$ cat src/rtl/pr_freeze_axis_pkt_if.sv
// ---------------------------------------------------------------------------
// pr_freeze_axis_pkt_if
// Multi-channel AXI-Stream bundle. Channel c occupies bit c of the
// handshake vectors and slice c of each payload vector.
//   tvalid/tready/tlast : NUM_CH bits each
//   tdata               : NUM_CH*DATA_W
//   tkeep               : NUM_CH*DATA_W/8
//   tuser               : NUM_CH*USER_W
// master modport drives the payload and valid; slave modport drives ready.
// ---------------------------------------------------------------------------
interface pr_freeze_axis_pkt_if #(
  parameter int NUM_CH = 1,
  parameter int DATA_W = 512,
  parameter int USER_W = 10
);
  logic [NUM_CH-1:0]            tvalid;
  logic [NUM_CH-1:0]            tready;
  logic [NUM_CH-1:0]            tlast;
  logic [NUM_CH*DATA_W-1:0]     tdata;
  logic [NUM_CH*(DATA_W/8)-1:0] tkeep;
  logic [NUM_CH*USER_W-1:0]     tuser;

  modport master (output tvalid, output tlast, output tdata, output tkeep,
                  output tuser, input tready);
  modport slave  (input tvalid, input tlast, input tdata, input tkeep,
                  input tuser, output tready);
endinterface

$ cat src/rtl/pr_freeze_axis_pkt.sv
// ---------------------------------------------------------------------------
// pr_freeze_axis_pkt
// Packet-aware isolation of NUM_CH AXI-Stream channels for partial
// reconfiguration. On a freeze request each channel lets its open packet
// finish, drains its 2-entry skid buffer and then blocks both sides. A
// drain that exceeds DRAIN_TIMEOUT cycles is aborted: buffer flushed and a
// sticky per-channel error raised.
//
// Ports
//   clk, rst_n  : clock, synchronous active-low reset
//   pr_freeze   : freeze request (level)
//   s_axis      : sink side (slave modport)
//   m_axis      : source side (master modport)
//   port_rst_n  : reset for the downstream port, delayed by RST_PIPE+1
//   freeze_ack  : all channels frozen (registered)
//   drain_err   : sticky per-channel drain timeout flags
//   err_clr     : pulse clearing drain_err
// ---------------------------------------------------------------------------
module pr_freeze_axis_pkt #(
  parameter int NUM_CH        = 1,
  parameter int DATA_W        = 512,
  parameter int USER_W        = 10,
  parameter int RST_PIPE      = 2,
  parameter int DRAIN_TIMEOUT = 1024
) (
  input  logic                clk,
  input  logic                rst_n,
  input  logic                pr_freeze,
  pr_freeze_axis_pkt_if.slave  s_axis,
  pr_freeze_axis_pkt_if.master m_axis,
  output logic                port_rst_n,
  output logic                freeze_ack,
  output logic [NUM_CH-1:0]   drain_err,
  input  logic                err_clr
);

  localparam int KEEP_W = DATA_W / 8;
  localparam int PW     = DATA_W + KEEP_W + USER_W + 1;
  localparam int RP     = (RST_PIPE < 1) ? 1 : RST_PIPE;
  localparam int CNT_W  = (DRAIN_TIMEOUT > 1) ? $clog2(DRAIN_TIMEOUT + 1) : 1;
  localparam int TO_M1  = (DRAIN_TIMEOUT > 0) ? DRAIN_TIMEOUT - 1 : 0;

  typedef enum logic [1:0] {
    ST_RUN    = 2'd0,
    ST_DRAIN  = 2'd1,
    ST_FROZEN = 2'd2
  } state_t;

  logic [RP-1:0] r_rst_pipe;
  logic          r_port_rst_n;
  logic          r_active;
  logic          r_freeze_q;
  logic          r_ack;

  logic [NUM_CH-1:0]        w_s_tready;
  logic [NUM_CH-1:0]        w_m_tvalid;
  logic [NUM_CH-1:0]        w_m_tlast;
  logic [NUM_CH*DATA_W-1:0] w_m_tdata;
  logic [NUM_CH*KEEP_W-1:0] w_m_tkeep;
  logic [NUM_CH*USER_W-1:0] w_m_tuser;
  logic [NUM_CH-1:0]        w_frozen;
  logic [NUM_CH-1:0]        w_err;

  // Reset assertion is immediate on every stage; release ripples through
  // RP stages plus the output flop.
  always_ff @(posedge clk) begin
    if (!rst_n) begin
      r_rst_pipe   <= '0;
      r_port_rst_n <= 1'b0;
    end else begin
      r_rst_pipe   <= (r_rst_pipe << 1) | RP'(1);
      r_port_rst_n <= r_rst_pipe[RP-1];
    end
  end

  // r_active holds s_tready low for the cycles in which rst_n is sampled low.
  always_ff @(posedge clk) begin
    if (!rst_n) begin
      r_active   <= 1'b0;
      r_freeze_q <= 1'b0;
      r_ack      <= 1'b0;
    end else begin
      r_active   <= 1'b1;
      r_freeze_q <= pr_freeze;
      r_ack      <= &w_frozen;
    end
  end

  for (genvar c = 0; c < NUM_CH; c++) begin : g_ch
    state_t           r_state;
    state_t           w_state_nxt;
    logic [1:0]       r_cnt;
    logic             r_wptr;
    logic             r_rptr;
    logic             r_in_pkt;
    logic [CNT_W-1:0] r_dcnt;
    logic             r_err;
    logic [PW-1:0]    r_mem [2];

    logic             w_s_rdy;
    logic             w_m_vld;
    logic             w_push;
    logic             w_pop;
    logic [1:0]       w_cnt_post;
    logic             w_in_pkt_post;
    logic             w_timeout;
    logic             w_flush;
    logic [PW-1:0]    w_word;

    always_comb begin
      w_state_nxt   = r_state;
      w_s_rdy       = 1'b0;
      w_m_vld       = 1'b0;
      w_flush       = 1'b0;
      w_timeout     = (DRAIN_TIMEOUT != 0) && (r_dcnt == CNT_W'(TO_M1));

      case (r_state)
        ST_RUN: begin
          w_s_rdy = r_active && (r_cnt != 2'd2);
          w_m_vld = (r_cnt != 2'd0);
        end
        ST_DRAIN: begin
          // Only the packet already in flight may complete.
          w_s_rdy = r_active && r_in_pkt && (r_cnt != 2'd2);
          w_m_vld = (r_cnt != 2'd0);
        end
        default: begin
          w_s_rdy = 1'b0;
          w_m_vld = 1'b0;
        end
      endcase

      w_push = w_s_rdy && s_axis.tvalid[c];
      w_pop  = w_m_vld && m_axis.tready[c];

      case ({w_push, w_pop})
        2'b10:   w_cnt_post = r_cnt + 2'd1;
        2'b01:   w_cnt_post = r_cnt - 2'd1;
        default: w_cnt_post = r_cnt;
      endcase
      w_in_pkt_post = w_push ? !s_axis.tlast[c] : r_in_pkt;

      case (r_state)
        ST_RUN: begin
          if (r_freeze_q) w_state_nxt = ST_DRAIN;
        end
        ST_DRAIN: begin
          if (!r_freeze_q) begin
            w_state_nxt = ST_RUN;
          end else if (w_timeout) begin
            w_state_nxt = ST_FROZEN;
            w_flush     = 1'b1;
          end else if (!w_in_pkt_post && (w_cnt_post == 2'd0)) begin
            // Completion is judged on this cycle's post-handshake values.
            w_state_nxt = ST_FROZEN;
          end
        end
        ST_FROZEN: begin
          if (!r_freeze_q) w_state_nxt = ST_RUN;
        end
        default: w_state_nxt = ST_RUN;
      endcase
    end

    always_ff @(posedge clk) begin
      if (!rst_n) begin
        r_state  <= ST_RUN;
        r_cnt    <= 2'd0;
        r_wptr   <= 1'b0;
        r_rptr   <= 1'b0;
        r_in_pkt <= 1'b0;
        r_dcnt   <= '0;
        r_err    <= 1'b0;
      end else begin
        r_state <= w_state_nxt;
        if (w_flush) begin
          r_cnt    <= 2'd0;
          r_wptr   <= 1'b0;
          r_rptr   <= 1'b0;
          r_in_pkt <= 1'b0;
        end else begin
          r_cnt    <= w_cnt_post;
          r_in_pkt <= w_in_pkt_post;
          if (w_push) r_wptr <= ~r_wptr;
          if (w_pop)  r_rptr <= ~r_rptr;
        end
        if (r_state != ST_DRAIN) r_dcnt <= '0;
        else                     r_dcnt <= r_dcnt + CNT_W'(1);
        // A timeout in the same cycle as err_clr keeps the flag set.
        if (w_flush)      r_err <= 1'b1;
        else if (err_clr) r_err <= 1'b0;
      end
    end

    // Payload storage carries no reset; validity comes from r_cnt.
    always_ff @(posedge clk) begin
      if (w_push) begin
        r_mem[r_wptr] <= {s_axis.tlast[c],
                          s_axis.tuser[c*USER_W +: USER_W],
                          s_axis.tkeep[c*KEEP_W +: KEEP_W],
                          s_axis.tdata[c*DATA_W +: DATA_W]};
      end
    end

    assign w_word                         = r_mem[r_rptr];
    assign w_s_tready[c]                  = w_s_rdy;
    assign w_m_tvalid[c]                  = w_m_vld;
    assign w_m_tlast[c]                   = w_word[PW-1];
    assign w_m_tuser[c*USER_W +: USER_W]  = w_word[DATA_W+KEEP_W +: USER_W];
    assign w_m_tkeep[c*KEEP_W +: KEEP_W]  = w_word[DATA_W +: KEEP_W];
    assign w_m_tdata[c*DATA_W +: DATA_W]  = w_word[DATA_W-1:0];
    assign w_frozen[c]                    = (r_state == ST_FROZEN);
    assign w_err[c]                       = r_err;
  end

  assign s_axis.tready = w_s_tready;
  assign m_axis.tvalid = w_m_tvalid;
  assign m_axis.tlast  = w_m_tlast;
  assign m_axis.tdata  = w_m_tdata;
  assign m_axis.tkeep  = w_m_tkeep;
  assign m_axis.tuser  = w_m_tuser;
  assign port_rst_n    = r_port_rst_n;
  assign freeze_ack    = r_ack;
  assign drain_err     = w_err;

endmodule

$ cat src/flat_wrapper.sv
// flat-port wrapper written by rule: the top's interface ports become plain ports
module pr_freeze_axis_pkt_flat 
#(
  parameter int NUM_CH        = 1,
  parameter int DATA_W        = 512,
  parameter int USER_W        = 10,
  parameter int RST_PIPE      = 2,
  parameter int DRAIN_TIMEOUT = 1024
)
  (clk, rst_n, pr_freeze, port_rst_n, freeze_ack, drain_err, err_clr, s_axis_tvalid, s_axis_tlast, s_axis_tdata, s_axis_tkeep, s_axis_tuser, s_axis_tready, m_axis_tvalid, m_axis_tlast, m_axis_tdata, m_axis_tkeep, m_axis_tuser, m_axis_tready);
  pr_freeze_axis_pkt_if #(.NUM_CH(NUM_CH), .DATA_W(DATA_W), .USER_W(USER_W)) s_axis_i ();
  pr_freeze_axis_pkt_if #(.NUM_CH(NUM_CH), .DATA_W(DATA_W), .USER_W(USER_W)) m_axis_i ();
  input  logic clk;
  input  logic rst_n;
  input  logic pr_freeze;
  output logic port_rst_n;
  output logic freeze_ack;
  output logic [NUM_CH-1:0] drain_err;
  input  logic err_clr;
  input wire logic [$bits(s_axis_i.tvalid)-1:0] s_axis_tvalid;
  input wire logic [$bits(s_axis_i.tlast)-1:0] s_axis_tlast;
  input wire logic [$bits(s_axis_i.tdata)-1:0] s_axis_tdata;
  input wire logic [$bits(s_axis_i.tkeep)-1:0] s_axis_tkeep;
  input wire logic [$bits(s_axis_i.tuser)-1:0] s_axis_tuser;
  output wire logic [$bits(s_axis_i.tready)-1:0] s_axis_tready;
  output wire logic [$bits(m_axis_i.tvalid)-1:0] m_axis_tvalid;
  output wire logic [$bits(m_axis_i.tlast)-1:0] m_axis_tlast;
  output wire logic [$bits(m_axis_i.tdata)-1:0] m_axis_tdata;
  output wire logic [$bits(m_axis_i.tkeep)-1:0] m_axis_tkeep;
  output wire logic [$bits(m_axis_i.tuser)-1:0] m_axis_tuser;
  input wire logic [$bits(m_axis_i.tready)-1:0] m_axis_tready;
  assign s_axis_i.tvalid = s_axis_tvalid;
  assign s_axis_i.tlast = s_axis_tlast;
  assign s_axis_i.tdata = s_axis_tdata;
  assign s_axis_i.tkeep = s_axis_tkeep;
  assign s_axis_i.tuser = s_axis_tuser;
  assign s_axis_tready = s_axis_i.tready;
  assign m_axis_tvalid = m_axis_i.tvalid;
  assign m_axis_tlast = m_axis_i.tlast;
  assign m_axis_tdata = m_axis_i.tdata;
  assign m_axis_tkeep = m_axis_i.tkeep;
  assign m_axis_tuser = m_axis_i.tuser;
  assign m_axis_i.tready = m_axis_tready;
  pr_freeze_axis_pkt #(.NUM_CH(NUM_CH), .DATA_W(DATA_W), .USER_W(USER_W), .RST_PIPE(RST_PIPE), .DRAIN_TIMEOUT(DRAIN_TIMEOUT)) u_core (.clk(clk), .rst_n(rst_n), .pr_freeze(pr_freeze), .s_axis(s_axis_i), .m_axis(m_axis_i), .port_rst_n(port_rst_n), .freeze_ack(freeze_ack), .drain_err(drain_err), .err_clr(err_clr));
endmodule
$ cat config.mk
export PLATFORM = sky130hd
export DESIGN_NAME = pr_freeze_axis_pkt_flat
export DESIGN_NICKNAME = d
export VERILOG_FILES = /design/src/rtl/pr_freeze_axis_pkt_if.sv /design/src/rtl/pr_freeze_axis_pkt.sv /design/src/flat_wrapper.sv
export SDC_FILE = /design/constraint.sdc
export NUM_CORES = 1
export LEC_CHECK = 0
export ABC_AREA = 1
export BUFFER_PORTS_ARGS = -buffer_cell sky130_fd_sc_hd__buf_2
export CELL_PAD_IN_SITES_DETAIL_PLACEMENT = 0
export CELL_PAD_IN_SITES_GLOBAL_PLACEMENT = 1
export CORE_AREA = 10 10 454 456
export CTS_CLUSTER_SIZE = 24
export DETAILED_ROUTE_END_ITERATION = 10
export DIE_AREA = 0 0 464 466
export MAX_ROUTING_LAYER = met4
export PLACE_DENSITY_LB_ADDON = 0.08
export SYNTH_ARGS = -nofsm -noshare
export SYNTH_HDL_FRONTEND = slang
export SYNTH_SLANG_ARGS = --single-unit
$ cat constraint.sdc
create_clock -name clk -period 43.5 [get_ports clk]
set_input_delay 0 -clock clk [delete_from_list [all_inputs] [get_ports clk]]
set_output_delay 0 -clock clk [all_outputs]
set_load 0.03 [all_outputs]
==> run metrics, run 1 <==
status=complete, no violations; Mapped Nets=about 2.6k; Post-CTS Resized=0; most frequent cells in the layout=buf_2, edfxtp_1, dlygate4sd3_1, mux2_2, clkbuf_16; Worst Max-Slew Pin Slew=1.07 ns; Period minus WS final=approximately 5.5 ns; Final Hold Fails=0; placement-stage cell area=about 0.052 mm2; most common cell after layout, fill and taps aside=buf_2; Core ar.=~0.20 mm2; Setup Skew=0.0289 ns; full die area=0.216 mm2; GPL Wtd Cong=roughly 0.80; clk sinks=between 1k and 1.5k; CP arrival=5.48 ns; CP max FO=72; vias in the first global route=around 31k; # rows=163; final WL=around 170000 um; Global Route Usage Sum=roughly 15%; clk root buf=clkbuf_16; Clk pin slew, worst setup/hold paths=0.06 ns; nets=around 5.0k; crit path cell chain=buf_4 -> buf_4 -> buf_4 -> buf_4 -> mux2_2 -> buf_2; CP Capture Type=output pin; final setup violating endpoints=0; fin. max-slew vios=0; hold_buf cts=1164; static leakage=25.2 nW; PwrDens=51.1 mW/mm2; H-tree Lvls=4; most frequent CP cell=buf_4; IO Pins=1185; yosys warns=0; mapped cell area=approximately 0.044 mm2; initial antenna violation count=67; postcts setup bufs=0; CTS buffer count=147; Stages on worst setup path=6; FF-to-FF Start=u_core.g_ch[0].r_state[1]$_SDFFE_PN0P_; slowest cell on the critical path=dfxtp_4; Distinct cells, synth=28; fin cells=approximately 7.2k; Critical Path RT=43.50 ns; Worst R2R End=u_core.g_ch[0].r_mem[0][319]$_DFFE_PP_; Area Overhead vs Synth=57.9%; Starting Density=22.1%; post-route antenna net violation count=0; GRT overflow=0; startpoint types=register; Mapped Avg Cell Area=22.1 um2; kind of critical path=register to output pin; vias post-DR=27.9k; CTS tree=built; ratio of cells with drive above 1 in the final layout=43.1%; die height=466 um; final-layout fill cell count=19.2k; Register-to-Register Path Depth=9; Post-Syn Instances=1968; drt initial violations=approximately 1.3k; FF+latch count, synth=between 1k and 1.5k; Setup TNS Final=0 ns; design area=0.0687 mm2; cell family with most CP delay=buffers and inverters; clk_lat worst skew=0.79 ns; largest net degree at the start of global routing=137; DR vias/cell=3.87; RSZ-0062 raised after global routing=false; Relative slew margins=28.4%; reg-to-reg slack, setup=38.44 ns; Tcrit/Tclk final=12.6%; Worst Hold Class=input port to register; die width=464 um; Port-buffer cells=1184; DR pass1 iterations=6; dpl hpwl=124000 um; drt wl/cell=22.9 um; Bufs and invs on worst path=5; placed cell count=~5.8k; max_cap viols=0; post-route DRC violation count=0; Max Freq=0.182 GHz; Max IR drop VDD=0.0278 mV; first-pass GRT wire length=232000 um; CP peak stage delay=0.96 ns; register area share after synthesis=82.1%; CTS max path bufs=3; crit path to=m_axis_tkeep[54]
## how the worst min path moves through the flow
| stage | from | slack [ns] | cells after the start | to |
|---|---|---|---|---|
| after floorplan | rst_n | 0.03 | 0 | u_core.r_rst_pipe[0]$_DFF_P_ |
| final | s_axis_tdata[157] | 0.08 | 2 | u_core.g_ch[0].r_mem[1][157]$_DFFE_PP_ |
| after detailed placement | rst_n | 0.18 | 1 | u_core.r_rst_pipe[0]$_DFF_P_ |
| after CTS | s_axis_tuser[6] | 0.001 | 2 | u_core.g_ch[0].r_mem[1][582]$_DFFE_PP_ |
| after global placement | rst_n | 0.18 | 1 | u_core.r_rst_pipe[0]$_DFF_P_ |
| after global routing | s_axis_tdata[319] | 0.03 | 2 | u_core.g_ch[0].r_mem[1][319]$_DFFE_PP_ |
## logic make-up (layout without fill, tap and decap cells)
group | Yosys count | count (layout) | share of synthesized area [%]
muxes | 587 | 587 | 15.2
adders and majority gates | 2 | 2 | 0.0575
and+or+nand+nor | 65 | 65 | 0.693
other | 0 | 48 | 0
xor gates and xnor gates | 2 | 2 | 0.0402
buffers and inverters | 94 | 2658 | 1.69
AOI/OAI and AO/OA | 19 | 19 | 0.218
DFF | 1199 | 1199 | 82.1
## layer usage
layer | vias to the layer above | global-route usage [%] | wire length [um]
met4 | 0 | 3.98 | 3730
met2 | 917 | 26.5 | 84900
li1 | 12800 | - | -
met5 | - | - | 0
met1 | 14000 | 16.8 | 64700
met3 | 224 | 4.76 | 11800
## state kept, by name (all words and copies together) (netlist names), named ones only
signal,cells
u_core.port_rst_n,1
u_core.freeze_ack,1
u_core.g_ch.r_rptr,1
u_core.r_freeze_q,1
u_core.g_ch.r_mem,1174
u_core.g_ch.r_state,2
u_core.g_ch.r_in_pkt,1
u_core.drain_err,1
u_core.g_ch.r_dcnt,11
u_core.g_ch.r_wptr,1
u_core.r_rst_pipe,2
u_core.g_ch.r_cnt,2
## area by class of cell
cell class	count	area, um2	area share (%)
Sequential cell	1199	35800	52.0
Timing Repair Buffer	2375	17800	25.9
Multi-Input combinational cell	675	7060	10.3
Clock buffer	188	3950	5.75
Tap cell	2640	3300	4.81
Clock inverter	66	636	0.925
Antenna cell	48	120	0.175
Inverter	29	109	0.158
## synth_stat cells, drive strengths merged
| master | instances | area (um2) |
|---|---|---|
| xnor2 | 1 | 8.76 |
| nor3b | 1 | 7.51 |
| nor3 | 4 | 25.0 |
| edfxtp | 1174 | 35300 |
| a21oi | 14 | 70.1 |
| o21ai | 5 | 25.0 |
| or3 | 1 | 6.26 |
| ha | 2 | 25.0 |
| or2 | 1 | 6.26 |
| and2 | 1 | 6.26 |
| buf | 65 | 628 |
| dfxtp | 25 | 500 |
| nor2 | 19 | 73.8 |
| xor2 | 1 | 8.76 |
| nand2 | 26 | 100 |
| nand3 | 8 | 45.0 |
| mux2 | 587 | 6610 |
| inv | 29 | 109 |
| nor4 | 1 | 12.5 |
| nand4 | 3 | 18.8 |
## worst reg2reg max path: cells and delay by family, from the launching register on
kind	cells	cell delay (ns)
flops	1	0.34
buf+inv	5	3.39
simple gates	4	0.91
## metrics by stage
stage	util, %	power [mW]	setup WS [ns]	hold WS [ns]
after floorplan	-	2.06	16.95	0.0277
after global placement	26.6	2.30	38.31	0.182
after detailed placement	26.6	2.30	38.22	0.183
after CTS	34.9	3.59	37.67	0.00133
after global routing	35.0	3.67	37.55	0.0345
final	35.0	3.51	38.02	0.0820
## power breakdown
group	switching (mW)	leakage, nW	internal, mW
Sequential	0.0234	11.0	1.34
Clock	0.472	2.23	0.698
Combinational	0.627	12.1	0.346
Total	1.12	25.2	2.39
Note: power is estimated with default switching activity, not from simulation.
==> inputs of run 2 (changes only) <==
clock period = 4.5 ns   (was 43.5 ns; I/O delays follow)
==> run 2 against run 1 <==
  * Worst hold slack worse by 0.017 ns
  * First-iteration DRC count is 0.63% lower
  * Clock skew fell by 0.0057 ns
  * Setup slack worse by 36 ns
  * Die area stayed put
  * Combinational power grew to 9.9 times the previous value
  * Cell area rose by 0.36%
  * Global-route usage is 0.17 points lower
  * Sequential cell count is the same
  * Routed wire length fell by 0.78%
  * Via count grew 0.27%
  * Critical path depth down 2
  * Critical path type unchanged
  * Largest cell class unchanged
==> run metrics, run 2 (synthesis gave the netlist of run 1 again) <==
most common cell after layout, fill and taps aside=buf_2; # rows=163; full die area=0.216 mm2; initial antenna violation count=71; GRT overflow=0; die height=about 470 um; Register-to-Register Path Depth=7; static leakage=25.3 nW; post-route DRC violation count=0; Final Hold Fails=0; status=complete, no violations; RSZ-0062 raised after global routing=false; hold depth=2; Worst Max-Slew Pin Slew=1.02 ns; kind of critical path=register to output pin; top flop regs=u_core.g_ch.r_mem (1174), u_core.g_ch.r_dcnt (11); CTS max path bufs=3; Port-buffer cells=1184; Final Power=34.0 mW; Max Freq=0.350 GHz; reg-to-reg slack, setup=1.96 ns; H-tree Lvls=4; Clk pin slew, worst setup/hold paths=0.06 ns; CP max FO=38; CTS tree=built; final setup violating endpoints=0; vias post-DR=28.0k; fin. max-slew vios=0; CP Capture Type=output pin; GPL Wtd Cong=0.797; final WL=164000 um; drt initial violations=1253; max_cap viols=0; post-route antenna net violation count=0; clk sinks=1199; drt wl/cell=22.6 um; Relative slew margins=32.0%; Biggest register=u_core.g_ch.r_mem; Worst Hold Class=input port to register; worst hold slack=about 0.065 ns; clk root buf=clkbuf_16; Max IR drop VDD=0.275 mV; Largest register FFs=about 1.2k; DR pass1 iterations=4; most frequent cells in the layout=buf_2, edfxtp_1, dlygate4sd3_1, mux2_2, clkbuf_16; dpl hpwl=between 100000 and 150000 um; Area Overhead vs Synth=58.4%; IO Pins=1185; Setup TNS Final=0 ns; placed cell count=5763; die width=464 um; fin cells=7243; Tcrit/Tclk final=63.5%; Starting Density=~22%; CTS buffer count=147; Period minus WS final=2.86 ns; vias in the first global route=31.2k; nets=5029; Core ar.=0.197 mm2; DR vias/cell=3.87; hold_buf cts=around 1.2k; Critical Path RT=between 4 and 5 ns; PwrDens=approximately 490 mW/mm2; Setup Skew=around 0.023 ns; CP arrival=2.86 ns; Post-CTS Resized=0; first-pass GRT wire length=229000 um; clk_lat worst skew=0.79 ns; ratio of cells with drive above 1 in the final layout=43.4%; startpoint types=register; postcts setup bufs=0; Global Route Usage Sum=~15%; largest net degree at the start of global routing=128
==> run 2: changes by cell type in the layout (fill, tap and decap cells not counted), moves of 3 or more <==
cell,change
buf_12,+14
clkinv_2,+9
diode_2,+8
buf_4,-5
clkinv_1,+3
clkinvlp_4,+3
==> run 2: critical path, stage by stage, from the launching register on <==
cell     delay [ns]
dfxtp_4        0.59
buf_12         0.32
buf_4          0.44
mux2_2         0.40
buf_2          0.21
==> run 2: final cells by class <==
| type | count | area (um2) |
|---|---|---|
| repair buffers | 2382 | 18000 |
| diodes | 56 | 140 |
| multi-input cells | 675 | 7080 |
| clock buffers | 186 | 3940 |
| fillers | 19400 | 128000 |
| inverters | 29 | 109 |
| well taps | 2640 | 3300 |
| flip-flops and latches | 1199 | 35800 |
| clock inverters | 76 | 631 |
==> run 2: per-layer routing <==
metal  GRT usage (%)  share of wire, %  up-vias
met5               -                 0        -
met4            3.98               2.4        0
met3            5.19               7.4      218
met2            26.5                52      894
met1            16.0                38    14100
li1                -                 -    12800
==> run 2: worst paths after layout <==
check                                           from                                      to
setup / recovery                            register                        m_axis_tdata[37]
hold / removal                     s_axis_tdata[211]  u_core.g_ch[0].r_mem[0][211]$_DFFE_PP_
setup reg to reg  u_core.g_ch[0].r_cnt[1]$_SDFF_PP0_  u_core.g_ch[0].r_mem[0][230]$_DFFE_PP_
hold reg to reg         u_core.r_rst_pipe[0]$_DFF_P_         u_core.r_rst_pipe[1]$_SDFF_PN0_
==> run 2: through the flow <==
stage | setup WS [ns] | instance area (um2) | util [%]
2_1_floorplan | -5.36 | 43600 | -
4_1_cts | 1.44 | 68800 | 35.0
6_report | 1.64 | 69000 | 35.1
5_1_grt | 1.42 | 69000 | 35.1
3_5_place_dp | 1.93 | 52600 | 26.8
3_3_place_gp | 1.97 | 52600 | 26.8
==> run 2: where the power goes <==
part           total [mW]  switching [mW]  internal [mW]
clock                11.3            4.64           6.64
combinational        9.61            6.19           3.42
sequential           13.1           0.156           13.0
total                34.0            11.0           23.0
